### src/rtl/vga_timing_gen.sv
// vga_timing_gen
// Free-running raster scan generator, one pixel per clk. All outputs are registered.
//
// Ports:
//   clk          pixel clock; all logic is on the rising edge
//   rst          synchronous, active-high reset
//   x, y         current pixel position (0..H_TOTAL-1, 0..V_TOTAL-1)
//   candraw      high while (x,y) lies in the visible area
//   hsync/vsync  sync pulses at level SYNC_POL when asserted. They are delayed by
//                SYNC_DELAY clocks so that they line up with the renderer's
//                registered colour output.
//   line_start   one-cycle strobe while x==0
//   frame_start  one-cycle strobe while x==0 && y==0
//
// Reset parks the counters at the final position of a frame, with every sync
// stage inactive. The first edge after release therefore lands cleanly on (0,0).
module vga_timing_gen #(
    parameter int H_VISIBLE  = 640,
    parameter int H_FRONT    = 16,
    parameter int H_SYNC     = 96,
    parameter int H_BACK     = 48,
    parameter int V_VISIBLE  = 480,
    parameter int V_FRONT    = 10,
    parameter int V_SYNC     = 2,
    parameter int V_BACK     = 33,
    parameter int SYNC_POL   = 0,
    parameter int SYNC_DELAY = 1
) (
    input  logic        clk,
    input  logic        rst,
    output logic [10:0] x,
    output logic [10:0] y,
    output logic        candraw,
    output logic        hsync,
    output logic        vsync,
    output logic        line_start,
    output logic        frame_start
);

    localparam int H_TOTAL = H_VISIBLE + H_FRONT + H_SYNC + H_BACK;
    localparam int V_TOTAL = V_VISIBLE + V_FRONT + V_SYNC + V_BACK;

    localparam logic [10:0] X_LAST   = 11'(H_TOTAL - 1);
    localparam logic [10:0] Y_LAST   = 11'(V_TOTAL - 1);
    localparam logic [10:0] X_VIS    = 11'(H_VISIBLE);
    localparam logic [10:0] Y_VIS    = 11'(V_VISIBLE);
    localparam logic [10:0] HS_START = 11'(H_VISIBLE + H_FRONT);
    localparam logic [10:0] HS_END   = 11'(H_VISIBLE + H_FRONT + H_SYNC);
    localparam logic [10:0] VS_START = 11'(V_VISIBLE + V_FRONT);
    localparam logic [10:0] VS_END   = 11'(V_VISIBLE + V_FRONT + V_SYNC);

    localparam logic SYNC_ON  = (SYNC_POL != 0);
    localparam logic SYNC_OFF = (SYNC_POL == 0);

    if (H_TOTAL > 2047 || V_TOTAL > 2047) begin : g_bad_total
        $error("vga_timing_gen: H_TOTAL and V_TOTAL must not exceed 2047");
    end
    if (SYNC_DELAY < 0 || SYNC_DELAY > 4) begin : g_bad_delay
        $error("vga_timing_gen: SYNC_DELAY must be in 0..4");
    end

    logic [10:0] x_nxt;
    logic [10:0] y_nxt;
    logic        hs_on;
    logic        vs_on;
    logic        hs_p0;
    logic        vs_p0;

    // Next position. All flags are derived from it, so they stay aligned with x/y.
    always_comb begin
        x_nxt = x + 11'd1;
        y_nxt = y;
        if (x == X_LAST) begin
            x_nxt = '0;
            y_nxt = (y == Y_LAST) ? 11'd0 : y + 11'd1;
        end
        hs_on = (x_nxt >= HS_START) && (x_nxt < HS_END);
        vs_on = (y_nxt >= VS_START) && (y_nxt < VS_END);
    end

    // Stage p0: counters, flags and the undelayed sync levels.
    always_ff @(posedge clk) begin
        if (rst) begin
            x           <= X_LAST;
            y           <= Y_LAST;
            candraw     <= 1'b0;
            line_start  <= 1'b0;
            frame_start <= 1'b0;
            hs_p0       <= SYNC_OFF;
            vs_p0       <= SYNC_OFF;
        end else begin
            x           <= x_nxt;
            y           <= y_nxt;
            candraw     <= (x_nxt < X_VIS) && (y_nxt < Y_VIS);
            line_start  <= (x_nxt == 11'd0);
            frame_start <= (x_nxt == 11'd0) && (y_nxt == 11'd0);
            hs_p0       <= hs_on ? SYNC_ON : SYNC_OFF;
            vs_p0       <= vs_on ? SYNC_ON : SYNC_OFF;
        end
    end

    // Sync delay line. Reset flushes every stage to the inactive level, so an
    // aborted pulse cannot leak out after reset is released.
    if (SYNC_DELAY == 0) begin : g_no_delay
        assign hsync = hs_p0;
        assign vsync = vs_p0;
    end else begin : g_delay
        logic [SYNC_DELAY-1:0] hs_dly;
        logic [SYNC_DELAY-1:0] vs_dly;

        always_ff @(posedge clk) begin
            if (rst) begin
                hs_dly <= {SYNC_DELAY{SYNC_OFF}};
                vs_dly <= {SYNC_DELAY{SYNC_OFF}};
            end else begin
                hs_dly[0] <= hs_p0;
                vs_dly[0] <= vs_p0;
                for (int i = 1; i < SYNC_DELAY; i++) begin
                    hs_dly[i] <= hs_dly[i-1];
                    vs_dly[i] <= vs_dly[i-1];
                end
            end
        end

        assign hsync = hs_dly[SYNC_DELAY-1];
        assign vsync = vs_dly[SYNC_DELAY-1];
    end

endmodule
### config.mk
export PLATFORM = sky130hd
export DESIGN_NAME = vga_timing_gen
export DESIGN_NICKNAME = d
export VERILOG_FILES = /design/src/rtl/vga_timing_gen.sv
export SDC_FILE = /design/constraint.sdc
export NUM_CORES = 1
export LEC_CHECK = 0
export ABC_AREA = 1
export BUFFER_PORTS_ARGS = -buffer_cell sky130_fd_sc_hd__buf_2
export CORE_UTILIZATION = 60
export DETAILED_ROUTE_END_ITERATION = 8
export GPL_ROUTABILITY_DRIVEN = 0
export PLACE_DENSITY = 0.84
export SLEW_MARGIN = 10
export SYNTH_ARGS = -nofsm -noshare
export SYNTH_HDL_FRONTEND = slang
export SYNTH_SLANG_ARGS = --single-unit
export TNS_END_PERCENT = 30
### constraint.sdc
create_clock -name clk -period 2.65 [get_ports clk]
set_input_delay 0.265 -clock clk [delete_from_list [all_inputs] [get_ports clk]]
set_output_delay 0.265 -clock clk [all_outputs]
set_load 0.01 [all_outputs]
# Word level (Yosys, flattened, before mapping)
# Cells that the tools add are included.
# classes
add_sub_neg	2
n_lt_le_gt_ge	6
eq_ne	2
mux	5
reduce_logical	6
# op_table
cell	count
11-bit 2-to-1 mux	3
11-bit by 1-bit adder with 11-bit output (second input constant)	2
11-bit by 10-bit == test with 1-bit output (second input constant)	2
11-bit logical NOT	2
11-bit by 10-bit less-than comparator with 1-bit output (second input constant)	2
11-bit by 9-bit less-than comparator with 1-bit output (second input constant)	2
11-bit by 10-bit greater-or-equal comparator with 1-bit output (second input constant)	1
11-bit by 9-bit greater-or-equal comparator with 1-bit output (second input constant)	1
1-bit logical AND	4
1-bit 2-to-1 mux	2
# word_totals
ff_bits	29
input_bits	2
out_inout_bits	27
elab_cells	30

# Depth between registers and ports, before layout
# depth
word_depth	6
ltp_mapped	12
depth_no_buf	12

# Worst setup path after synthesis
# No wires, ideal clock.
# synth_path
path_kind	register -> register
start	register x[0]
end	register vs_p0
setup_time_ns	0.121
t_arrival_ns	1.655
required_time_ns	2.529
setup_slack_ns	0.874
path_stages_with_launch	11
n_path_buf	0
period_less_slack_ns	1.776
cell_sequence	dfxtp_1 -> ha_1 -> nand2_2 -> nor2_8 -> nand2_4 -> nor2_8 -> nand3_1 -> nand3_2 -> nand2_1 -> nor2_1 -> nand3_1
# synth_between
elab_chain_len	5
# synth_lines
element	line_no	source
from (decl)	31	output logic [10:0] x,
from (signal assigned)	92	x <= x_nxt;
11-bit by 10-bit == test with 1-bit output *	73	if (x == X_LAST) begin
11-bit 2-to-1 mux *	73	
11-bit by 9-bit greater-or-equal comparator with 1-bit output / 11-bit by 9-bit less-than comparator with 1-bit output (equally long branches)	78	vs_on = (y_nxt >= VS_START) && (y_nxt < VS_END);
1-bit logical AND *	78	
1-bit 2-to-1 mux *	98	vs_p0 <= vs_on ? SYNC_ON : SYNC_OFF;
to (signal assigned)	98	
to (decl)	67	logic vs_p0;
# Mark *: on every way between the ends. The rest lies on a longest branch, timed or not.
# A chain may end at the register's enable or synchronous reset.

# Worst setup path after layout
# Same ends and word-level chain as after synthesis.

==> metrics <==
status=finished, final reports clean; Cell Count, Final, Fillers Out=347; Slew Limit Fails=0; Root Buffer=clkbuf_4; synth top area cells=dfxtp_1, nand2_1, nor2_1; GR Util met3=4.65%; max-cap violation count=0; # IOs=29; PortBufs=28; HP Start=rst; Die Y=56.2 um; Critical Path AT=2220 ps; P per Cell Area=1330 nW/um2; reg2reg start=x[0]; DP Wirelength=3340 um; vias in the first global route=1,669; Die W=56.2 um; most instantiated cells after synthesis=nand2_1, nor2_1, inv_1; P_leak=1.09 nW; Initial Util=63.9%; worst skew pair latency=330 ps; fill cell count=259; syn_area_per_cell=6.27 um2; total negative slack=0 ps; crit path max fanout=9; CTS tree=built; nets@finish=320; CP endpoint kind=flip-flop; final hold viol count=0; busiest grt layer=met2; TritonCTS Buffers=5; Pre-antenna DRT Iters=5; largest net degree at the start of global routing=17; prevailing post-synth register cell=dfxtp_1; Hold Path Stages=2; overall die area=3160 um2; clock-pin slew on the worst setup and hold paths=100 ps; Synth area leader=dfxtp_1; M2 GR Usage=45.1%; first-pass GRT wire length=7530 um; post-synth top area share=33.0%; final setup fails=0; Max VDD drop=0.886 mV; layout cells sized above 1=19.9%; Post-CTS Setup Bufs=0; clock sinks=29; Hold Path Sink=y[1]; Final period util=75.5%; most frequent cell after synthesis=nand2_1; Max-slew headroom=79.9%; worst hold path type=in -> reg; Mapped Cells=281; Layout Skew=12.1 ps; DR iter-0 viols=139; Residual DRC=0; Post-CTS Resized=0; hold buffer count at CTS=0; RSZ-0062 raised after global routing=false; reg2reg setup slack=650 ps; Setup Crit Path Kind=reg -> reg; total power after layout=2.64 mW; EDFF count, synth=0; reg-to-reg critical path endpoint=vs_p0; DR WL/cell=12.7 um; placed insts=339; # H-tree levels=2; ant diodes=0; row count=19; WL final=4390 um; Net Count, Synth=286; fin crit period=2000 ps; Seq cells post-synth=29; initial antenna violation count=0; remaining antenna violation count=0; fmax=0.500 GHz; Vias=1,867; Seq/Total Area, Yosys=33.0%; path depth of the worst reg2reg path=10; actual slew at the worst max-slew pin=300 ps; Netlist cell types=28; mapped cell area=1760 um2; core area=2760 um2; Yosys Warn Count=0; Worst EP required=2870 ps; ys async rst share=0%; CP startpoint kind=flip-flop; Total GRT Usage=30.3%; grt total ovfl=0; Area Overhead vs Synth=13.1%; Global Route met1 Usage=44.5%; maximum buffer depth of the clock tree=2; vias per cell=5.38
## per-stage QoR
stage               util (%)  hold slack (ps)  cell area, um2  setup slack [ps]
finish                  72.2              275            1990               648
global placement        70.2              404            1940               753
detailed placement      70.2              400            1940               731
CTS                     72.2              277            1990               682
floorplan                  -              334            1760               874
global route            72.2              310            1990               497
## flip-flops by register name (all words and copies together), names as in the netlist
signal	flops
hs_p0	1
vs_p0	1
frame_start	1
y	11
line_start	1
vsync	1
candraw	1
hsync	1
x	11
## worst max-delay path by stage
stage,start,endpoint
after floorplan,x[0],vs_p0
after CTS,x[0],vs_p0
after detailed placement,x[0],vs_p0
after global placement,x[0],vs_p0
after global routing,x[0],frame_start
final,x[0],vs_p0
## power by group
group | leakage (nW) | internal, mW | switching (mW)
sequential | 0.237 | 0.559 | 0.179
clock | 0.0310 | 0.0998 | 0.166
combinational | 0.826 | 0.541 | 1.10
total | 1.09 | 1.20 | 1.44
## cells in the final DEF (no fill, tap or decap)
cell | netlist | final
nand4_2 | 1 | 1
nand2_2 | 7 | 7
o31ai_1 | 1 | 1
xor2_1 | 1 | 1
buf_2 | 0 | 28
a21oi_1 | 2 | 2
clkinv_1 | 1 | 1
nand3_2 | 5 | 5
ha_1 | 3 | 3
nor3_1 | 1 | 1
nand3_1 | 27 | 27
nor3_2 | 2 | 2
clkbuf_4 | 0 | 5
o21ai_0 | 4 | 4
o21bai_1 | 1 | 1
clkinv_2 | 1 | 3
nor2_2 | 1 | 1
nand3_4 | 1 | 1
dfxtp_1 | 29 | 29
nor2_8 | 2 | 2
inv_1 | 30 | 30
clkinvlp_4 | 0 | 1
o21ai_1 | 1 | 1
nor2_1 | 49 | 49
a21oi_2 | 1 | 1
or2_2 | 3 | 3
inv_2 | 2 | 2
nand2_4 | 1 | 1
nand2_1 | 98 | 98
nand4_1 | 5 | 5
## critical path, cell delays in order (launching register included)
cell,delay [ps]
dfxtp_1,470
ha_1,290
nand2_2,140
nor2_8,170
nand2_4,100
nor2_8,200
nand4_2,110
nand2_2,150
nand2_1,70
nor2_1,110
nand3_1,90
## metal layers
| metal | share of wire, % | wire length (um) |
|---|---|---|
| met3 | 7.3 | 320 |
| met1 | 49 | 2150 |
| met2 | 42 | 1860 |
| met4 | 1.3 | 57 |
| met5 | 0 | 0 |
## cell families after synthesis
family | after synthesis | synth area share [%]
simple gates | 203 | 53.6
buf+inv | 35 | 7.53
flops | 29 | 33.0
compound gates | 10 | 3.34
fa+ha+maj | 3 | 2.13
xor+xnor | 1 | 0.497
## layout make-up
class / instances / area, um2 / share of cell area, %
timing repair buffer: 28 / 140 / 7.04
sequential: 29 / 581 / 29.1
tap: 31 / 38.8 / 1.95
inverter: 34 / 129 / 6.47
clock inverter: 3 / 17.5 / 0.879
multi-input combinational: 217 / 1050 / 52.6
clock buffer: 5 / 37.5 / 1.88
No activity file was read; power rests on OpenSTA's default activity.
